File: src/rtl/decode_stage_pipe.sv
// RV32-style decode stage: register file, immediate generation, load-use interlock, ID/EX register with flush.
// Define DECODE_WB_BYPASS_EN to forward same-cycle write-back data into captured operands instead of stalling.
module decode_stage_pipe #(
    parameter int XLEN   = 32,
    parameter int NREGS  = 32,
    parameter int STALLW = 16,
    localparam int AW    = $clog2(NREGS)
) (
    input  logic              clk,
    input  logic              rst_n,
    input  logic              if_valid_i,
    output logic              if_ready_o,
    input  logic [31:0]       instr_i,
    input  logic [XLEN-1:0]   pc_i,
    input  logic              flush_i,
    input  logic              ex_ready_i,
    output logic              ex_valid_o,
    output logic [XLEN-1:0]   ex_rs1_data_o,
    output logic [XLEN-1:0]   ex_rs2_data_o,
    output logic [XLEN-1:0]   ex_imm_o,
    output logic [XLEN-1:0]   ex_pc_o,
    output logic [AW-1:0]     ex_rd_o,
    output logic              ex_rd_we_o,
    output logic              ex_is_load_o,
    output logic [2:0]        ex_fmt_o,
    input  logic              wb_we_i,
    input  logic [AW-1:0]     wb_rd_i,
    input  logic [XLEN-1:0]   wb_data_i,
    output logic [STALLW-1:0] stall_cnt_o
);

    localparam logic [2:0] FMT_R = 3'd0, FMT_I = 3'd1, FMT_S = 3'd2, FMT_B = 3'd3,
                           FMT_U = 3'd4, FMT_J = 3'd5, FMT_ILL = 3'd7;

    logic [XLEN-1:0] rf [NREGS];

    logic [6:0]      opcode;
    logic [4:0]      rs1_f, rs2_f, rd_f;
    logic [AW-1:0]   rs1_idx, rs2_idx;
    logic [2:0]      fmt_raw, fmt;
    logic            rs1_use, rs2_use, rd_we, is_load;
    logic [XLEN-1:0] imm, rs1_rf, rs2_rf, rs1_val, rs2_val;
    logic            load_haz, wb_haz, hazard, advance;

    assign opcode  = instr_i[6:0];
    assign rd_f    = instr_i[11:7];
    assign rs1_f   = instr_i[19:15];
    assign rs2_f   = instr_i[24:20];
    assign rs1_idx = AW'(rs1_f);
    assign rs2_idx = AW'(rs2_f);
    assign is_load = (opcode == 7'b0000011);

    always_comb begin
        fmt_raw = FMT_ILL;
        unique case (opcode)
            7'b0110011:                         fmt_raw = FMT_R;
            7'b0010011, 7'b0000011, 7'b1100111: fmt_raw = FMT_I;
            7'b0100011:                         fmt_raw = FMT_S;
            7'b1100011:                         fmt_raw = FMT_B;
            7'b0110111, 7'b0010111:             fmt_raw = FMT_U;
            7'b1101111:                         fmt_raw = FMT_J;
            default:                            fmt_raw = FMT_ILL;
        endcase
    end

    // Any referenced register index beyond NREGS makes the instruction illegal.
    always_comb begin
        logic u1, u2, wr;
        u1  = (fmt_raw == FMT_R) || (fmt_raw == FMT_I) || (fmt_raw == FMT_S) || (fmt_raw == FMT_B);
        u2  = (fmt_raw == FMT_R) || (fmt_raw == FMT_S) || (fmt_raw == FMT_B);
        wr  = (fmt_raw == FMT_R) || (fmt_raw == FMT_I) || (fmt_raw == FMT_U) || (fmt_raw == FMT_J);
        fmt = fmt_raw;
        if ((u1 && 32'(rs1_f) >= 32'(NREGS)) || (u2 && 32'(rs2_f) >= 32'(NREGS)) ||
            (wr && 32'(rd_f) >= 32'(NREGS)))
            fmt = FMT_ILL;
        rs1_use = u1 && (fmt != FMT_ILL);
        rs2_use = u2 && (fmt != FMT_ILL);
        rd_we   = wr && (fmt != FMT_ILL) && (rd_f != 5'd0);
    end

    always_comb begin
        imm = '0;
        unique case (fmt)
            FMT_I:   imm = XLEN'($signed(instr_i[31:20]));
            FMT_S:   imm = XLEN'($signed({instr_i[31:25], instr_i[11:7]}));
            FMT_B:   imm = XLEN'($signed({instr_i[31], instr_i[7], instr_i[30:25], instr_i[11:8], 1'b0}));
            FMT_U:   imm = XLEN'($signed({instr_i[31:12], 12'b0}));
            FMT_J:   imm = XLEN'($signed({instr_i[31], instr_i[19:12], instr_i[20], instr_i[30:21], 1'b0}));
            default: imm = '0;
        endcase
    end

    assign rs1_rf = (rs1_f != 5'd0 && 32'(rs1_f) < 32'(NREGS)) ? rf[rs1_idx] : '0;
    assign rs2_rf = (rs2_f != 5'd0 && 32'(rs2_f) < 32'(NREGS)) ? rf[rs2_idx] : '0;

`ifdef DECODE_WB_BYPASS_EN
    assign rs1_val = (wb_we_i && wb_rd_i != '0 && wb_rd_i == rs1_idx) ? wb_data_i : rs1_rf;
    assign rs2_val = (wb_we_i && wb_rd_i != '0 && wb_rd_i == rs2_idx) ? wb_data_i : rs2_rf;
    assign wb_haz  = 1'b0;
`else
    assign rs1_val = rs1_rf;
    assign rs2_val = rs2_rf;
    // Without forwarding, wait one cycle so the register file holds the new value.
    assign wb_haz  = wb_we_i && (wb_rd_i != '0) &&
                     ((rs1_use && wb_rd_i == rs1_idx) || (rs2_use && wb_rd_i == rs2_idx));
`endif

    assign load_haz   = ex_valid_o && ex_is_load_o && (ex_rd_o != '0) &&
                        ((rs1_use && rs1_idx == ex_rd_o) || (rs2_use && rs2_idx == ex_rd_o));
    assign hazard     = if_valid_i && (load_haz || wb_haz);
    assign advance    = !ex_valid_o || ex_ready_i;
    assign if_ready_o = (advance && !hazard) || flush_i;

    always_ff @(posedge clk or negedge rst_n) begin
        if (!rst_n) begin
            for (int i = 0; i < NREGS; i++) rf[i] <= '0;
        end else if (wb_we_i && wb_rd_i != '0 && 32'(wb_rd_i) < 32'(NREGS)) begin
            rf[wb_rd_i] <= wb_data_i;
        end
    end

    always_ff @(posedge clk or negedge rst_n) begin
        if (!rst_n) begin
            ex_valid_o    <= 1'b0;
            ex_rs1_data_o <= '0;
            ex_rs2_data_o <= '0;
            ex_imm_o      <= '0;
            ex_pc_o       <= '0;
            ex_rd_o       <= '0;
            ex_rd_we_o    <= 1'b0;
            ex_is_load_o  <= 1'b0;
            ex_fmt_o      <= '0;
            stall_cnt_o   <= '0;
        end else if (flush_i) begin
            ex_valid_o <= 1'b0;
        end else if (advance && hazard) begin
            ex_valid_o <= 1'b0;
            if (stall_cnt_o != '1) stall_cnt_o <= stall_cnt_o + STALLW'(1);
        end else if (advance && if_valid_i) begin
            ex_valid_o    <= 1'b1;
            ex_rs1_data_o <= rs1_val;
            ex_rs2_data_o <= rs2_val;
            ex_imm_o      <= imm;
            ex_pc_o       <= pc_i;
            ex_rd_o       <= AW'(rd_f);
            ex_rd_we_o    <= rd_we;
            ex_is_load_o  <= is_load;
            ex_fmt_o      <= fmt;
        end else if (advance) begin
            ex_valid_o <= 1'b0;
        end
    end

endmodule

File: config.mk
export PLATFORM = sky130hd
export DESIGN_NAME = decode_stage_pipe
export DESIGN_NICKNAME = d
export VERILOG_FILES = /design/src/rtl/decode_stage_pipe.sv
export SDC_FILE = /design/constraint.sdc
export NUM_CORES = 2
export LEC_CHECK = 0
export CAP_MARGIN = 20
export CORE_ASPECT_RATIO = 1.2
export CORE_MARGIN = 5
export CORE_UTILIZATION = 45
export DETAILED_ROUTE_END_ITERATION = 16
export GPL_ROUTABILITY_DRIVEN = 0
export PLACE_DENSITY_LB_ADDON = 0.12
export SKIP_CTS_REPAIR_TIMING = 1
export SYNTH_ARGS = -nofsm -noshare
export SYNTH_HDL_FRONTEND = slang
export SYNTH_SLANG_ARGS = --single-unit
File: constraint.sdc
create_clock -name clk -period 3.2 [get_ports clk]
set_clock_uncertainty 0.05 [all_clocks]
set_input_delay 0.64 -clock clk [delete_from_list [all_inputs] [get_ports clk]]
set_output_delay 0.64 -clock clk [all_outputs]
set_load 0.01 [all_outputs]
==> metrics.md <==
| Metric | Value |
|---|---|
| Status | `finished with violations` |
| Failing checks | `setup timing` |
| Yosys cell types | `54` |
| CTS H-Tree Depth | `4` |
| Net load switching power | `11.9 mW` |
| Share of cells above drive strength 1 | `57.1%` |
| Combinational share of power | `21.8%` |
| Synth Cell Area | `61300 sq um` |
| Top post-synthesis cells by area | `dfrtp_1 48%, mux4_2 22%, mux2_2 21%, mux2_4 2.2%, clkbuf_1 1.5%` |
| Core area | `~140000 sq um` |
| First-pass GRT wire length | `around 280000 microns` |
| Hold endpoint | `ex_is_load_o` |
| Global route overflow | `0` |
| CTS tree | `done` |
| CP required | `2510 ps` |
| Hold Path Origin | `instr_i[4]` |
| Max-slew headroom at the worst pin | `21.2%` |
| Cell Chain, Critical Path | `or4_4 > o211ai_1 > and3b_1 > a22o_4 > nand2_1 > a21o_1 > buf_2` |
| Reg2Reg Depth | `9` |
| Worst Path Arrival | `2590 ps` |
| RSZ-0062 raised after global routing | `true` |
| Fin crit period | `between 3000 and 4000 ps` |
| Port Buf Inserts | `262` |
| PwrDens | `~600 nW/um^2` |
| Worst R2R Setup Slack | `470 ps` |
| Register clock-pin slew on the reported worst setup and hold paths | `60 ps` |
| Max-slew violation count | `0` |
| Max-cap violations | `0` |
| Capturing point of the worst reg2reg path | `ex_pc_o[13]` |
| Crit path max-delay family | `simple AND/OR/NAND/NOR gates` |
| Worst-Margin Slew | `1180 ps` |
| Syn-to-layout area delta | `18.9%` |
| Maximum vdd ir drop | `0.546 mV` |
| CP max stage delay | `roughly 540 ps` |
| Hold Path Class | `in2reg` |
| R2r startpoint | `ex_rd_o[1]` |
| Final net count | `4263` |
| I/O Pins | `263` |
| Synth Net Count | `3935` |
| Internal cell power | `roughly 33 mW` |
| CTS buffer count | `132` |
| Final hold vios | `0` |
| Mapped Cells | `roughly 3800` |
| Synth async-reset ratio | `100%` |
| Vias/cell | `6.22` |
| Largest net degree at the start of global routing | `approximately 110` |
| Final HPWL DP | `122000 microns` |
| WL/cell | `31.7 microns` |
| Slack of the critical path | `-75.2 ps` |
| Setup violators final | `1` |
| Total iterations of the first detailed-routing run | `5` |
| DR iter-0 viols | `2787` |
| Clock buffer depth | `3` |
| Initial antenna violation count | `6` |
| CP Max Fanout | `2` |
| Fin crit share | `102%` |
| Syn avg cell area | `~16 sq um` |
| Detail Route Antenna Nets | `0` |
| Leakage | `31.4 nW` |
| Remaining DRCs | `0` |
| Synth Register Bits | `between 1000 and 1500` |
| Yosys warnings | `0` |
| Die Y | `414 microns` |
| Crit path capture type | `primary output` |
| Most used flip-flop cell after synthesis | `dfrtp_1` |
| Fillers | `11100` |
| WP buf/inv | `1` |
| Vias after detailed routing | `37700` |
| DP Worst Slack | `-679 ps` |
| Die area | `144000 sq um` |
| Sw frac | `roughly a quarter` |
| Yosys top cell area share | `48.1%` |
| Total GRT Usage | `26.6%` |
| Tot Pwr | `~45 mW` |
| Yosys top cell by area | `dfrtp_1` |
| Share of power burned in registers | `roughly 44%` |
| Crit Path Category | `reg2out` |
| Clk sinks | `1179` |
| Sequential area share after synthesis | `48.1%` |
| Die Wd | `347 microns` |
| Number of synthesized flops with an enable pin | `0` |
| Hold Crit Depth | `3` |
| Total routed wirelength | `192000 microns` |
| Initial Util | `45.3%` |
| CTS root buf | `clkbuf_16` |
| Skew-Pair Late Insertion Delay | `770 ps` |
| Clk pwr share | `34.3%` |
| CP startpoint kind | `flip-flop` |
| Cell row count | `approximately 150` |
| CP max stage cell | `or4_4` |
| Max Clk Rate | `305 MHz` |
| Vias in the first global route | `between 30000 and 40000` |
worst max-delay path by stage:
stage               start         end  depth (start not counted)
5_1_grt        ex_rd_o[1]  if_ready_o                          7
4_1_cts        instr_i[5]  if_ready_o                         13
3_3_place_gp   instr_i[5]  if_ready_o                         13
2_1_floorplan  instr_i[6]  if_ready_o                         14
3_5_place_dp   instr_i[4]  if_ready_o                         13
6_report       ex_rd_o[1]  if_ready_o                          7
flip-flops by register name, indices dropped and copies added (netlist names):
register,cells
rf,1024
ex_imm_o,32
ex_pc_o,32
ex_rs1_data_o,32
ex_rs2_data_o,32
stall_cnt_o,16
ex_rd_o,5
ex_fmt_o,3
ex_is_load_o,1
ex_rd_we_o,1
ex_valid_o,1
synthesized netlist by cell type, types with 22 or more instances:
master	count
nor3_1	50
o22ai_1	44
buf_1	69
mux2_4	90
buf_2	58
mux2_2	1120
dfrtp_1	1179
nor2_1	80
a21oi_1	22
clkbuf_1	250
mux4_2	597
nand2_1	55
metrics by stage:
step | area [sq um] | instances | hold slack, ps | TNS [ps] | utilization [%]
3_3_place_gp | 68600 | 5819 | 327 | -64170 | 50.6
5_1_grt | 72900 | 6049 | 310 | -182 | 53.8
4_1_cts | 72900 | 6047 | -323 | -685 | 53.8
3_5_place_dp | 68600 | 5819 | 333 | -66270 | 50.6
2_1_floorplan | 61400 | 3826 | 294 | -17.6 | -
6_report | 72900 | 6051 | 294 | -75.2 | 53.8
kinds of logic after synthesis:
group | count (synthesis) | share of synthesized area, %
adder cells (fa/ha/maj) | 2 | 0.0408
AND/OR/NAND/NOR | 255 | 2.06
AO/OA/AOI/OAI | 125 | 1.35
flip-flops | 1179 | 48.1
XOR/XNOR | 36 | 0.514
multiplexers | 1808 | 44.7
buffers and inverters | 421 | 3.24
worst reg2reg max path, delay by kind of cell, from the launching register on:
kind            cells  cell delay, ps
buf+inv             3             500
simple gates        3             890
flops               1             380
compound gates      2             410
mux                 1             370
power groups by stage:
stage	combinational, mW	clock (mW)	sequential (mW)
2_1_floorplan	6.65	0	19.4
3_3_place_gp	9.70	0	19.7
3_5_place_dp	9.85	0	19.9
4_1_cts	9.88	15.7	19.6
5_1_grt	10.4	16.2	20.0
6_report	9.78	15.4	19.7
routing by layer:
metal | GRT usage (%) | wire length [microns]
met5 | 0 | 31
met4 | 7.27 | 5070
met3 | 4.03 | 9710
met2 | 43.2 | 93200
met1 | 37.9 | 83500
final cells by class:
cell class / count / area (sq um) / share of cell area, %
Clock buffer: 193 / 3930 / 5.39
Clock inverter: 35 / 389 / 0.534
Inverter: 2 / 7.51 / 0.0103
Timing Repair Buffer: 613 / 6660 / 9.13
Sequential cell: 1179 / 29500 / 40.5
Tap cell: 1800 / 2250 / 3.09
Multi-Input combinational cell: 2226 / 30200 / 41.4
Antenna cell: 3 / 7.51 / 0.0103
layout by cell type, fill, tap and decap left out, types with 15 or more instances in the layout:
cell type        synthesis  final
xnor2_1                 19     19
nor2_4                   0     19
buf_12                  10    110
o22ai_1                 44     44
clkinv_2                 0     20
xor2_1                  17     17
a21oi_1                 22     22
clkdlybuf4s50_1          0    243
clkbuf_8                 0     27
buf_4                   19    245
nand2_1                 55     36
mux4_2                 597    597
mux2_2                1120   1120
clkbuf_1               250     28
dfrtp_1               1179   1179
mux2_4                  90     90
nor2_1                  80     61
clkbuf_16                0    138
nor3_1                  50     50
nand2_4                  0     15
a22o_1                  21     21
Note: power is estimated with default switching activity, not from simulation.
